## src/rtl/bridge_pkg.sv

```systemverilog
// Shared constants for the UART-to-memory-bus debug/loader bridge.
// Holds the command/response byte codes and the bridge FSM state encoding.
package bridge_pkg;

   localparam logic [7:0] CMD_WRITE   = 8'h57;
   localparam logic [7:0] CMD_READ    = 8'h52;
   localparam logic [7:0] RSP_OK      = 8'h4B;
   localparam logic [7:0] RSP_TIMEOUT = 8'h54;
   localparam logic [7:0] RSP_ERR     = 8'h3F;

   typedef enum logic [2:0] {
      S_IDLE    = 3'd0,
      S_RX_ADDR = 3'd1,
      S_RX_DATA = 3'd2,
      S_RX_GAP  = 3'd3,
      S_BUS     = 3'd4,
      S_TX      = 3'd5,
      S_TX_GAP  = 3'd6
   } state_t;

endpackage

```

## src/rtl/uart_mem_bridge.sv

```systemverilog
// UART-driven bus master: decodes framed W/R host commands, issues one
// 32-bit picorv32-style bus transaction per frame and returns status/data.
// Ports: clk/reset (sync, active-high); rx_data/rx_ready/rx_read from
// uart_rx; tx_data/tx_ready/tx_write to uart_tx; mem_* native bus master;
// active is high whenever the bridge is not idle (CPU hold / bus mux).
module uart_mem_bridge
   import bridge_pkg::*;
#(
   parameter int BUS_TIMEOUT  = 255,
   parameter int BYTE_TIMEOUT = 50000000
) (
   input  logic        clk,
   input  logic        reset,
   input  logic [7:0]  rx_data,
   input  logic        rx_ready,
   output logic        rx_read,
   output logic [7:0]  tx_data,
   input  logic        tx_ready,
   output logic        tx_write,
   output logic        mem_valid,
   output logic [31:0] mem_addr,
   output logic [31:0] mem_wdata,
   output logic [3:0]  mem_wstrb,
   input  logic        mem_ready,
   input  logic [31:0] mem_rdata,
   output logic        active
);

   localparam logic [31:0] BUS_LAST = 32'(BUS_TIMEOUT - 1);
   localparam logic [31:0] BYTE_LIM = 32'(BYTE_TIMEOUT);

   state_t      state_q;
   state_t      gap_next_q;
   logic        is_wr_q;
   logic [1:0]  rx_cnt_q;
   logic [31:0] addr_q;
   logic [31:0] data_q;
   logic [31:0] tx_buf_q;
   logic [2:0]  tx_cnt_q;
   logic [2:0]  tx_len_q;
   logic [31:0] byte_tmr_q;
   logic [31:0] bus_tmr_q;
   logic        rx_read_q;
   logic [7:0]  tx_data_q;
   logic        tx_write_q;
   logic        mem_valid_q;
   logic [31:0] mem_addr_q;
   logic [31:0] mem_wdata_q;
   logic [3:0]  mem_wstrb_q;

   always_ff @(posedge clk) begin
      if (reset) begin
         state_q     <= S_IDLE;
         gap_next_q  <= S_IDLE;
         is_wr_q     <= 1'b0;
         rx_cnt_q    <= 2'd0;
         addr_q      <= 32'h0;
         data_q      <= 32'h0;
         tx_buf_q    <= 32'h0;
         tx_cnt_q    <= 3'd0;
         tx_len_q    <= 3'd0;
         byte_tmr_q  <= 32'h0;
         bus_tmr_q   <= 32'h0;
         rx_read_q   <= 1'b0;
         tx_data_q   <= 8'h0;
         tx_write_q  <= 1'b0;
         mem_valid_q <= 1'b0;
         mem_addr_q  <= 32'h0;
         mem_wdata_q <= 32'h0;
         mem_wstrb_q <= 4'h0;
      end else begin
         rx_read_q  <= 1'b0;
         tx_write_q <= 1'b0;
         unique case (state_q)
            S_IDLE: begin
               if (rx_ready) begin
                  rx_read_q  <= 1'b1;
                  state_q    <= S_RX_GAP;
                  rx_cnt_q   <= 2'd0;
                  byte_tmr_q <= 32'h0;
                  is_wr_q    <= (rx_data == CMD_WRITE);
                  if (rx_data == CMD_WRITE || rx_data == CMD_READ) begin
                     gap_next_q <= S_RX_ADDR;
                  end else begin
                     tx_buf_q   <= {24'h0, RSP_ERR};
                     tx_len_q   <= 3'd1;
                     tx_cnt_q   <= 3'd0;
                     gap_next_q <= S_TX;
                  end
               end
            end
            S_RX_ADDR, S_RX_DATA: begin
               if (rx_ready) begin
                  rx_read_q  <= 1'b1;
                  state_q    <= S_RX_GAP;
                  byte_tmr_q <= 32'h0;
                  rx_cnt_q   <= rx_cnt_q + 2'd1;
                  // Little-endian: shift in from the top byte.
                  if (state_q == S_RX_ADDR)
                     addr_q <= {rx_data, addr_q[31:8]};
                  else
                     data_q <= {rx_data, data_q[31:8]};
                  if (rx_cnt_q != 2'd3)
                     gap_next_q <= state_q;
                  else if (state_q == S_RX_ADDR && is_wr_q)
                     gap_next_q <= S_RX_DATA;
                  else
                     gap_next_q <= S_BUS;
               end else if (byte_tmr_q == BYTE_LIM) begin
                  state_q <= S_IDLE;
               end else begin
                  byte_tmr_q <= byte_tmr_q + 32'h1;
               end
            end
            S_RX_GAP: begin
               // Lets the registered rx_ready of uart_rx drop.
               state_q    <= gap_next_q;
               byte_tmr_q <= 32'h0;
            end
            S_BUS: begin
               if (!mem_valid_q) begin
                  mem_valid_q <= 1'b1;
                  mem_addr_q  <= addr_q & 32'hFFFF_FFFC;
                  mem_wdata_q <= is_wr_q ? data_q : 32'h0;
                  mem_wstrb_q <= is_wr_q ? 4'hF : 4'h0;
                  bus_tmr_q   <= 32'h0;
               end else if (mem_ready) begin
                  // Ready wins over a simultaneous timeout.
                  mem_valid_q <= 1'b0;
                  state_q     <= S_TX;
                  tx_cnt_q    <= 3'd0;
                  if (is_wr_q) begin
                     tx_buf_q <= {24'h0, RSP_OK};
                     tx_len_q <= 3'd1;
                  end else begin
                     tx_buf_q <= mem_rdata;
                     tx_len_q <= 3'd4;
                  end
               end else if (bus_tmr_q == BUS_LAST) begin
                  mem_valid_q <= 1'b0;
                  state_q     <= S_TX;
                  tx_cnt_q    <= 3'd0;
                  tx_buf_q    <= {24'h0, RSP_TIMEOUT};
                  tx_len_q    <= 3'd1;
               end else begin
                  bus_tmr_q <= bus_tmr_q + 32'h1;
               end
            end
            S_TX: begin
               if (tx_ready) begin
                  tx_write_q <= 1'b1;
                  tx_data_q  <= tx_buf_q[7:0];
                  tx_buf_q   <= {8'h0, tx_buf_q[31:8]};
                  tx_cnt_q   <= tx_cnt_q + 3'd1;
                  state_q    <= S_TX_GAP;
               end
            end
            S_TX_GAP: begin
               state_q <= (tx_cnt_q == tx_len_q) ? S_IDLE : S_TX;
            end
            default: state_q <= S_IDLE;
         endcase
      end
   end

   assign rx_read   = rx_read_q;
   assign tx_data   = tx_data_q;
   assign tx_write  = tx_write_q;
   assign mem_valid = mem_valid_q;
   assign mem_addr  = mem_addr_q;
   assign mem_wdata = mem_wdata_q;
   assign mem_wstrb = mem_wstrb_q;
   assign active    = (state_q != S_IDLE);

endmodule

```

## config.mk

```make
export PLATFORM = sky130hd
export DESIGN_NAME = uart_mem_bridge
export DESIGN_NICKNAME = d
export VERILOG_FILES = /design/src/rtl/bridge_pkg.sv /design/src/rtl/uart_mem_bridge.sv
export SDC_FILE = /design/constraint.sdc
export NUM_CORES = 1
export LEC_CHECK = 0
export BUFFER_PORTS_ARGS = -buffer_cell sky130_fd_sc_hd__buf_2
export CAP_MARGIN = 20
export CELL_PAD_IN_SITES_DETAIL_PLACEMENT = 1
export CELL_PAD_IN_SITES_GLOBAL_PLACEMENT = 2
export CORE_MARGIN = 10
export CORE_UTILIZATION = 32
export CTS_BUF_LIST = sky130_fd_sc_hd__clkbuf_2
export CTS_CLUSTER_SIZE = 12
export DETAILED_ROUTE_END_ITERATION = 8
export GPL_ROUTABILITY_DRIVEN = 0
export PLACE_DENSITY = 0.74
export SYNTH_ARGS = -nofsm -noshare
export SYNTH_HDL_FRONTEND = slang
export SYNTH_SLANG_ARGS = --single-unit
```

## constraint.sdc

```tcl
create_clock -name clk -period 2.3 [get_ports clk]
set_clock_uncertainty 0.2 [all_clocks]
set_input_delay 0.23 -clock clk [delete_from_list [all_inputs] [get_ports clk]]
set_output_delay 0.23 -clock clk [all_outputs]
set_load 0.02 [all_outputs]
```

# == Word level (Yosys, flattened, before mapping) ==
# Cells that the tools add are included.
# word_totals
regBits,252
out_inout_bits,80
elab_cells,125
# op_classes
addsub,4
n_eq_ne,22
muxes,54
bitwise_logic,4
n_reduce_logical,23
# op_table
operator,count
32-bit two-way mux,14
32-bit one-hot mux with 3 select lines,2
3-bit two-way mux,25
32-bit by 1-bit adder with 32-bit output (second input constant),2
32-bit by 26-bit == test with 1-bit output (second input constant),1
32-bit by 8-bit == test with 1-bit output (second input constant),1
3-bit one-hot mux with 6 select lines,1
8-bit by 7-bit == test with 1-bit output (second input constant),2
2-bit inequality test (second input constant),8
3-bit AND reduction,5
3-bit one-hot mux with 2 select lines,2
5-bit AND reduction,2
3-bit == test (second input constant),3
3-bit inequality test (second input constant),3
3-bit one-hot mux with 3 select lines,1
3-bit nonzero test,3
3-bit by 2-bit == test with 1-bit output (second input constant),2
2-bit AND reduction,3
6-bit AND reduction,1
2-bit OR reduction,3
1-bit two-way mux,5
2-bit two-way mux,2
4-bit two-way mux,1
1-bit NOT,4
other kinds (10),11

# == Logic depth before layout (Yosys ltp) ==
# Gate-level depths: netlist of run 1.
# depth
word_depth,6
mapped_depth,10
ltp_nobuf,8

# == Worst setup path after synthesis of run 1 ==
# Ideal clock, no wire load.
# synth_path
path_kind,register to register
startpoint,reg byte_tmr_q[0]
endpoint,reg state_q[0]
setup_time_ns,0.086
arrival_ns,1.965
required_time_ns,2.014
slack_ns,0.049
stages_incl_launch_ff,10
n_path_buf,1
synth_period_minus_slack_ns,2.251
cell_sequence,dfxtp_1 inv_1 ha_1 nor4bb_1 nand2_1 or4_1 buf_2 a31oi_4 nand2_2 a221oi_2
# synth_via
elab_chain_cells,3
# synth_lines
item,line_no,text
from (decl),uart_mem_bridge.sv:41,logic [31:0] byte_tmr_q;
from (signal assigned),uart_mem_bridge.sv:112,byte_tmr_q <= byte_tmr_q + 32'h1;
32-bit by 26-bit == test with 1-bit output,uart_mem_bridge.sv:109,end else if (byte_tmr_q == BYTE_LIM) begin
3-bit inequality test (no source line),-,
5-bit AND reduction (no source line),-,
to (signal assigned),uart_mem_bridge.sv:117,state_q <= gap_next_q;
to (signal assigned),uart_mem_bridge.sv:159,state_q <= (tx_cnt_q == tx_len_q) ? S_IDLE : S_TX;
to (decl),uart_mem_bridge.sv:32,state_t state_q;
# Every way passes these cells.
# A chain may end at the register's enable or synchronous reset.

# == Worst setup path after layout of run 1 ==
# layout_path
startpoint,reg byte_tmr_q[1]
endpoint,reg state_q[0]
# Same word-level chain as after synthesis.

==> results.cfg, run 1 <==
[routing]
ant_nets = 0
post_drt_wl_per_cell_um = 17.0
vias_per_cell = 4.92
wl_um = 32200
drc_errors = 0
drt-initial-drc-count = 454
via_count = 9334
first_pass_iters = 4

[place]
dp_slack_ns = -0.146
dp.cells = 1690
port_buffers = 122
dpl.hpwl_um = 20200

[clock_tree]
cts_max_level = 3
root_buffer = clkbuf_2
clockBufferDepth = 3
clk_pin_slew_ns = 0.10
cts_sinks = 246
cts-buffers-inserted = 68
cts_tree = built
clock_latency_ns = 0.88

[run_status]
status = finished clean

[global_routing]
grt_max_degree = 71
antenna_found_initial = 3
grt_first_pass_wirelength_um = 51800
grt_pass1_vias = 9863
grt-ovfl-total = 0
groute.usage.overall_pct = 16.2

[layout]
area_growth_pct = 33.9
drive_gt1_share_pct = 26.3
layout.cells.non_filler = 1896
post-route-util_pct = 43.2
nets = 1503

[floorplanning]
dieArea_um2 = 38200
start_util_pct = 32.3
ios = 125
die_y_um = 195
die_w_um = 195
coreArea_um2 = 30500
num_rows = 64

[critical_path]
worstPathRequired_ns = 2.80
arrival_ns = 2.72
path_max_fanout = 5
max_stage_delay_ns = 0.54
worstSetupEndpointType = register
cp_cell_sequence = inv_1, ha_4, nor4bb_4, nand2_1, or4_4, a31oi_4, nand2_2, a221oi_2
cpMaxStageDelayCell = or4_4
worstSetupStartpointType = register
worstSetupPathType = reg -> reg
rr_worst_depth = 8

[sta]
slew_violations = 0
finalCriticalPeriod_ns = 2.23
max_freq_mhz = 449
setup_viol = 0
slew_headroom_pct = 39.1
hold_viol = 0
rsz0062_at_grt = yes
worstMarginPinSlew_ns = 0.905
fin_ws_ns = 0.0726
fin_crit_sh_pct = 96.8

[yosys]
netlist_area_um2 = 9850
ys_types = 66
yosys_warnings = 0
synth_ff_type = dfxtp_1
seq_area_frac_synth_pct = 50.0
syn_inst = 1169
synth.ff_latch_count = 246
synth_common_cells = nand2_1, dfxtp_1, a21oi_1, nor2_1, clkbuf_1
syn_area_per_cell_um2 = 8.42
synth_edf_count = 0
synth_top_area_cell = dfxtp_1
synthArstFlopShare_pct = 0
yosysMostFrequentCell = nand2_1
synth_area_leaders = dfxtp_1, nand2_1, a21oi_1
synth_top_area_share_pct = 50.0

[power]
p_total_w = 0.00865
p_leak_nw = 5.23
peakVddDrop_mv = 0.283
p_per_area_nw_per_um2 = 656

[worst_hold_path]
hold_path_depth = 4
hold_class = in -> reg

[job]
max-cap-violations = 0
layout make-up:
cell class                      instances  area, µm²
Clock buffer                          104        520
Inverter                               13       48.8
Antenna cell                            3       7.51
Multi-Input combinational cell        826       4750
Fill cell                            3644      17300
Sequential cell                       246       4930
Timing Repair Buffer                  297       2350
Clock inverter                         11       73.8
Tap cell                              396        495
registers in the layout (all words and copies together) (netlist names), 2 cells and up:
register    count
rx_cnt_q        2
mem_wdata      32
mem_addr       30
addr_q         30
tx_len_q        2
gap_next_q      3
tx_data         8
data_q         32
tx_cnt_q        3
tx_buf_q       32
bus_tmr_q      32
byte_tmr_q     32
state_q         3
routing by layer:
layer	track usage, %	part of all wire [%]	vias to the layer above
met5	0	0	-
met4	6.48	3.0	0
met3	3.46	3.6	79
met2	26.5	48	167
met1	20.3	45	4481
li1	-	-	4607
path summary, 6_finish.rpt:
check	slack (ns)	startpoint	end
worst min register to register	0.24	addr_q[6]	mem_addr[6]
worst max register to register	0.07	byte_tmr_q[1]	state_q[0]
worst min-delay path	0.10	mem_rdata[7]	tx_buf_q[7]
worst max-delay path	0.07	byte_tmr_q[1]	state_q[0]
kinds of logic (layout without fill, tap and decap cells):
family	Yosys count	after routing	share of synthesized area (%)
other	1	5	0.0381
AND/OR/NAND/NOR	531	531	24.5
buffers and inverters	98	425	4.55
AO/OA/AOI/OAI	227	227	14.8
XOR/XNOR	58	58	5.16
multiplexers	2	2	0.203
adder cells (fa/ha/maj)	6	6	0.762
flip-flops	246	246	50.0
placed cells by master, fill, tap and decap left out, drive strengths merged, types with 14 or more instances in the layout:
cell,Yosys,final
nand2,252,252
nand4,15,15
dfxtp,246,246
a22o,32,32
xor2,40,40
a21oi,130,130
o21ai,15,15
nor3,38,38
dlygate4sd3,0,78
nor2,116,116
nand3,40,40
xnor2,18,18
inv,13,14
and3,14,14
clkbuf,59,105
a221oi,19,19
buf,26,218
stage by stage:
step / hold slack (ns) / cell area [µm²] / setup TNS (ns)
6_report: 0.104 / 13200 / 0
3_5_place_dp: 0.247 / 11400 / -2.70
4_1_cts: 0.0123 / 12900 / 0
2_1_floorplan: 0.166 / 9850 / 0
5_1_grt: 0.0457 / 13200 / -0.119
3_3_place_gp: 0.240 / 11400 / -2.39
timing repair:
action / 4_1_cts / 5_1_grt
resized for setup: 19 / 51
hold endpoints to repair: 228 / 0
cloned: 0 / 1
pin swaps: 4 / 18
endpoints found under the setup margin: 40 / 73
hold buffers: 78 / 0
setup buffers: 3 / 7
worst max-delay path, delay by kind of cell, from the launching register on:
family / cells / cell delay, ns
and+or+nand+nor: 4 / 0.88
DFF: 1 / 0.32
AOI/OAI and AO/OA: 2 / 0.44
buffers and inverters: 1 / 0.09
adders and majority gates: 1 / 0.13
report_power, final:
group | internal [W] | leakage, nW | total [W] | switching (W)
clock | 0.00129 | 0.468 | 0.00315 | 0.00186
sequential | 0.00436 | 1.99 | 0.00444 | 0.0000869
combinational | 0.000460 | 2.78 | 0.00106 | 0.000597
Note: power is estimated with default switching activity, not from simulation.
==> inputs of run 2 (changes only) <==
--- a/config.mk
+++ b/config.mk
@@ -10,12 +10,12 @@
 export CELL_PAD_IN_SITES_DETAIL_PLACEMENT = 1
 export CELL_PAD_IN_SITES_GLOBAL_PLACEMENT = 2
 export CORE_MARGIN = 10
-export CORE_UTILIZATION = 32
+export CORE_UTILIZATION = 36
 export CTS_BUF_LIST = sky130_fd_sc_hd__clkbuf_2
 export CTS_CLUSTER_SIZE = 12
 export DETAILED_ROUTE_END_ITERATION = 8
 export GPL_ROUTABILITY_DRIVEN = 0
-export PLACE_DENSITY = 0.74
+export PLACE_DENSITY = 0.79
 export SYNTH_ARGS = -nofsm -noshare
 export SYNTH_HDL_FRONTEND = slang
 export SYNTH_SLANG_ARGS = --single-unit
==> constraint.sdc (replaced) <==
create_clock -name clk -period 2.55 [get_ports clk]
set_clock_uncertainty 0.2 [all_clocks]
set_input_delay 0.255 -clock clk [delete_from_list [all_inputs] [get_ports clk]]
set_output_delay 0.255 -clock clk [all_outputs]
set_load 0.02 [all_outputs]
==> results.cfg, run 2 (synthesis results as in run 1) <==
[sta]
fin_crit_sh_pct = 95.8
finalCriticalPeriod_ns = 2.44
setup_viol = 0
slew_headroom_pct = 36.9
max_freq_mhz = 409
slew_violations = 0
fin_hold_ws_ns = 0.100
worstMarginPinSlew_ns = 0.938
hold_viol = 0

[routing]
highest_layer = met4
wl_um = 29800
met2_length_um = 14300
drc_errors = 0
post_drt_wl_per_cell_um = 16.8
via_count = 8967
drt-initial-drc-count = 463
first_pass_iters = 4
dr_wl_met3_um = 992
vias_per_cell = 5.06
ant_nets = 0
drt-met1-wl_um = 13900

[clock_tree]
clock_latency_ns = 0.82
cts_max_level = 3
clockBufferDepth = 3
cts_sinks = 246
root_buffer = clkbuf_2
clk_pin_slew_ns = 0.09
cts-buffers-inserted = 70
cts_tree = built

[place]
port_buffers = 122
dp.cells = 1591
dpl.hpwl_um = 19000

[critical_path]
rr_worst_depth = 6
worstSetupEndpointType = register
worstSetupStartpointType = register
max_stage_delay_ns = 0.61
worstPathRequired_ns = 3.01
regToRegEndpoint = state_q[0]
arrival_ns = 2.91
path_buf_inv = 0
worstSetupPathType = reg -> reg
path_max_fanout = 5
cpMaxStageDelayCell = or4_1
rrSetupSlack_ns = 0.11
cp.depth = 6
cp_cell_sequence = nor4_1, nand2_1, or4_1, a31oi_4, nand2_2, a221oi_2
critPathTopFamily = simple AND/OR/NAND/NOR gates
r2r_start = byte_tmr_q[9]

[power]
p_per_area_nw_per_um2 = 632
p_leak_nw = 4.80
peakVddDrop_mv = 0.273

[floorplanning]
ios = 125
coreArea_um2 = 27000
start_util_pct = 36.5
die_y_um = 185
dieArea_um2 = 34400
die_w_um = 185
num_rows = 60

[worst_hold_path]
hold_start = rx_data[4]
hold_class = in -> reg
worstHoldEndpoint = data_q[28]
hold_path_depth = 4

[job]
max-cap-violations = 0

[global_routing]
groute.usage.overall_pct = 17.4
grt_max_degree = 82
grt-ovfl-total = 0
antenna_found_initial = 2
grt_first_pass_wirelength_um = 49300
grt_pass1_vias = 9425

[layout]
final_cell_mix = nand2_1, dfxtp_1, a21oi_1
layout.cells.non_filler = 1772
seq_area_um2 = 4920
nets = 1437
final_common_cell = nand2_1
area_growth_pct = 23.9
multi_input_area_um2 = 4530
drive_gt1_share_pct = 21.0
fillCellCount = 3299

[run_status]
status = finished clean
## run 2: changes by cell type in the layout (fill, tap and decap cells not counted), moves of 9 or more
| cell | change |
|---|---|
| buf_4 | -36 |
| dlygate4sd3_1 | -15 |
| a221oi_1 | +10 |
| a221oi_2 | -10 |
| buf_12 | -9 |
| buf_6 | -9 |
## run 2: repair_timing
item / in CTS / in global routing
endpoints found under the hold margin: 96 / 0
hold buffers: 63 / 0
setup endpoints to repair: 1 / 32
setup buffers: 0 / 1
resized for setup: 1 / 8
pin swaps: 0 / 3
## run 2: how the worst max path moves through the flow
| stage | endpoint | slack (ns) | startpoint |
|---|---|---|---|
| 2_1_floorplan | state_q[0] | 0.30 | byte_tmr_q[0] |
| 5_1_grt | tx_buf_q[1] | -0.02 | bus_tmr_q[23] |
| 4_1_cts | active | 0.008 | state_q[0] |
| 3_3_place_gp | tx_buf_q[0] | 0.01 | bus_tmr_q[1] |
| 3_5_place_dp | tx_buf_q[0] | -0.04 | bus_tmr_q[1] |
| 6_report | state_q[0] | 0.11 | byte_tmr_q[9] |
## run 2: layer usage
metal	up-vias	GRT usage [%]
met1	4325	22.3
li1	4461	-
met3	54	3.82
met2	127	28.1
met4	0	6.37
met5	-	0
## run 2: final cells by class
cell class / count / share of cell area (%)
sequential: 246 / 40.3
multi-input combinational: 826 / 37.2
timing repair buffer: 229 / 13.5
clock buffer: 101 / 4.14
tap: 341 / 3.50
clock inverter: 14 / 0.953
inverter: 13 / 0.400
antenna: 2 / 0.0410
## run 2: where the power goes
group | internal (W) | total, W | switching (W)
clock network | 0.00125 | 0.00293 | 0.00168
logic | 0.000309 | 0.000801 | 0.000493
registers | 0.00393 | 0.00399 | 0.0000639
total | 0.00549 | 0.00772 | 0.00223
## run 2: tightest hold or removal path: stages
cell and delay (ns):
dlygate4sd3_1 0.54, buf_2 0.15, nand2_1 0.06, a21oi_1 0.05
## run 2: metrics by stage
stage / util, % / setup TNS (ns) / area, µm² / power, W / setup WS (ns)
6_report: 45.3 / 0 / 12200 / 0.00772 / 0.107
5_1_grt: 45.3 / -0.0185 / 12200 / 0.00816 / -0.0185
4_1_cts: 45.1 / 0 / 12200 / 0.00785 / 0.00798
3_5_place_dp: 40.5 / -0.0431 / 10900 / 0.00479 / -0.0431
3_3_place_gp: 40.5 / 0 / 10900 / 0.00478 / 0.0128
2_1_floorplan: - / 0 / 9850 / 0.00453 / 0.299
